### src/rtl/sw_debouncer.sv
// sw_debouncer: per-bit two-flop synchronizer plus hold-time debounce with registered edge pulses
module sw_debouncer #(
  parameter int N_SW            = 10,
  parameter int DEBOUNCE_CYCLES = 1000000,
  parameter int CNT_W           = 20
) (
  input  logic            clock,
  input  logic            reset,
  input  logic [N_SW-1:0] sw_raw,
  output logic [N_SW-1:0] sw_stable,
  output logic [N_SW-1:0] sw_rise,
  output logic [N_SW-1:0] sw_fall,
  output logic            any_change
);
  localparam logic [CNT_W-1:0] LIM = CNT_W'(DEBOUNCE_CYCLES - 1);
  logic [N_SW-1:0]  sync1, sync2, diff, done;
  logic [CNT_W-1:0] cnt [N_SW];
  assign diff = sync2 ^ sw_stable;
  for (genvar i = 0; i < N_SW; i++) begin : g_bit
    assign done[i] = diff[i] && cnt[i] == LIM;
    // counter saturates at LIM: qualification clears it on the same edge
    always_ff @(posedge clock or posedge reset)
      if (reset) cnt[i] <= '0;
      else       cnt[i] <= (diff[i] && !done[i]) ? cnt[i] + 1'b1 : '0;
  end
  always_ff @(posedge clock or posedge reset)
    if (reset) begin
      sync1      <= '0;
      sync2      <= '0;
      sw_stable  <= '0;
      sw_rise    <= '0;
      sw_fall    <= '0;
      any_change <= 1'b0;
    end else begin
      sync1      <= sw_raw;
      sync2      <= sync1;
      sw_stable  <= sw_stable ^ done;
      sw_rise    <= done & sync2;
      sw_fall    <= done & ~sync2;
      any_change <= |done;
    end
endmodule

### config.mk
export PLATFORM = sky130hd
export DESIGN_NAME = sw_debouncer
export DESIGN_NICKNAME = d
export VERILOG_FILES = /design/src/rtl/sw_debouncer.sv
export SDC_FILE = /design/constraint.sdc
export NUM_CORES = 1
export LEC_CHECK = 0
export CAP_MARGIN = 10
export CORE_MARGIN = 2
export CORE_UTILIZATION = 50
export DETAILED_ROUTE_END_ITERATION = 16
export PLACE_DENSITY = 0.67
export REMOVE_ABC_BUFFERS = 1
export SLEW_MARGIN = 20
export SYNTH_ARGS = -nofsm -noshare
export SYNTH_HDL_FRONTEND = slang
export SYNTH_SLANG_ARGS = --single-unit
export TNS_END_PERCENT = 50
### constraint.sdc
create_clock -name clock -period 10.3 [get_ports clock]
set_clock_uncertainty 0.05 [all_clocks]
set_input_delay 1.03 -clock clock [delete_from_list [all_inputs] [get_ports clock]]
set_output_delay 1.03 -clock clock [all_outputs]
set_load 0.01 [all_outputs]
==> flow_summary.yaml <==
status:
  status: "complete, no violations"
place:
  port_buffers: 42
  place_area_mm2: 0.0121
  gp_congestion: 0.765
  pre_cts_ws_ns: 7.12
  hpwl_um: 12900
sta:
  tightest_slew_ns: 0.891
  fin_crit_sh_pct: 25.5
  timing.hold.ws_ns: 0.296
  min_period_ns: 2.63
  fin_ws_ns: 7.67
  finalHoldViolCount: 0
  max_slew_margin_pct: 40.6
  rsz0062_at_grt: "false"
  drv_slew: 0
  fmax_mhz: 381
  setup_viol: 0
  final.setup.tns_ns: 0
global_route:
  overflow: 0
  grt_use_total_pct: 17.2
  grt_pass1_wl_um: 35100
  grt_antenna_before_repair: 0
  grt_max_degree: 131
  grt_pass1_vias: 7420
worst_setup_path:
  slowest_stage: "clkdlybuf4s50_1"
  path_buf_inv: 1
  rr_startpoint: "cnt[160]"
  slowest_delay_ns: 0.58
  critical_path_class: "reg -> out"
  worst_ep_required_time_ns: 9.22
  critPathTopFamily: "buffers and inverters"
  worstPathCellList: "clkdlybuf4s50_1"
  start_kind: "flop"
  critPathMaxFanout: 6
  critical_path_arrival_ns: 1.55
  worstSetupEndpointType: "output pin"
finish:
  num_antenna_cells: 0
  final_core_util_pct: 58.0
  final_cell_mix: "251 x dfrtp_1, 216 x nor2_1, 113 x xor2_1, 79 x xnor2_1, 72 x nand3_1"
  multi_input_area_mm2: 0.00495
  area_delta_synth_final_pct: 14.5
  layout_commonest_cell: "dfrtp_1"
  regArea_mm2: 0.00628
  fin_nets: 1165
  fillers: 1913
  drive_above_1_share_pct: 7.30
  fin_area_mm2: 0.0131
routing:
  vias: 7590
  detail_route.iter0.violations: 431
  firstDrtPassIters: 4
  post_drt_wl_per_cell_um: 13.8
  via_per_inst: 5.24
  drtAntennaViolNets: 0
  drc: 0
  wl_um: 20000
floorplan:
  die_h_um: 155
  ios: 43
  core_area_mm2: 0.0226
  die_x_um: 155
  rows: 55
  dieArea_mm2: 0.0241
  initial_utilization_pct: 50.7
yosys:
  ys_top_cells_by_area: "dfrtp_1 55%, xor2_1 8.6%, nor2_1 7.1%"
  netlist_area_mm2: 0.0114
  synth_ff_type: "dfrtp_1"
  synthCells: 1090
  avgSynthCellArea_um2: 10.5
  synth_top_area_share_pct: 54.9
  ys_ff_latch: 251
  synth_edf_count: 0
  yosys.cell_types.count: 46
  seq_area_frac_synth_pct: 54.9
  synth_warnings: 0
  synth.largest_area_cell: "dfrtp_1"
  async_flop_share_pct: 100
clock_network:
  postCtsSetupBuffers: 0
  cts_buffers: 28
  clkSinkCount: 251
  cts_resized: 0
  clkTransAtPathRegs_ns: 0.06
  cts-root-buf: "clkbuf_16"
  clockBufferDepth: 3
  clk_latency_ns: 0.53
  cts_tree: "built"
  h-tree-depth: 1
  cts_hold_buf: 0
min_path:
  hp-class: "reg -> reg"
  min-delay-start: "sync1[1]"
power:
  leakage_uw: 0.00560
  powerDensity_mw_per_mm2: 160
  peakVddDrop_mv: 0.135
flow_run:
  max_cap_violations: 0
layout make-up:
class	instances	share of cell area (%)
Clock inverter	9	0.812
Timing Repair Buffer	44	3.32
Tap cell	285	2.72
Clock buffer	42	6.68
Sequential cell	251	47.9
Multi-Input combinational cell	795	37.8
Inverter	23	0.716
worst reg2reg max path, cell delays in order, from the launching register on:
cell and delay (ns):
dfrtp_1 0.41, ha_1 0.26, nand3_1 0.17, nand4b_1 0.45, nand2_1 0.62, nor2_1 0.13
routing by layer:
layer  vias up  GRT usage [%]  wire length (um)
li1       3808              -                 -
met3        36           2.79               596
met1      3653           24.9              9940
met2        93           27.3              9030
met4         0           4.72               462
met5         -              0                 0
worst paths after layout:
check                      slack (ns)  cells after the start      endpoint
max in group asynchronous        7.77                      3       cnt[52]
hold reg to reg                  0.30                      0      sync2[1]
hold / removal                   0.30                      0      sync2[1]
min in group asynchronous        1.02                      2      sync2[6]
setup / recovery                 7.67                      1  sw_stable[1]
setup reg to reg                 8.08                      5      cnt[179]
flip-flops by register name, indices dropped and copies added (netlist names), named ones only:
| name | count |
|---|---|
| cnt | 200 |
| sw_fall | 10 |
| sw_rise | 10 |
| sync1 | 10 |
| sync2 | 10 |
| any_change | 1 |
through the flow:
step	total power, uW	instances
2_1_floorplan	1070	1069
3_3_place_gp	1090	1398
3_5_place_dp	1090	1398
4_1_cts	2130	1449
5_1_grt	2180	1449
6_report	2100	1449
Yosys cell counts (10+ instances only):
master / n
and3_1: 32
and4_1: 20
dfrtp_1: 251
ha_1: 10
inv_1: 23
nand2_1: 66
nand3_1: 72
nand4_1: 48
nor2_1: 216
nor3_1: 27
nor3b_1: 24
nor4_1: 19
or2_2: 11
xnor2_1: 79
xor2_1: 113
cell families (layout without fill, tap and decap cells):
kind of cell	count (synthesis)	after routing	share of synthesized area [%]
compound gates	4	4	0.306
xor+xnor	192	192	14.7
fa+ha+maj	10	10	1.09
buf+inv	44	118	1.84
flops	251	251	54.9
mux	10	10	1.05
simple gates	579	579	26.1
power by group:
group | switching [uW] | total [uW] | internal (uW)
logic | 40.0 | 56.4 | 16.4
registers | 14.1 | 1010 | 1000
clock network | 393 | 1030 | 635
total | 447 | 2100 | 1650
Power figures use the tool's default switching activity.
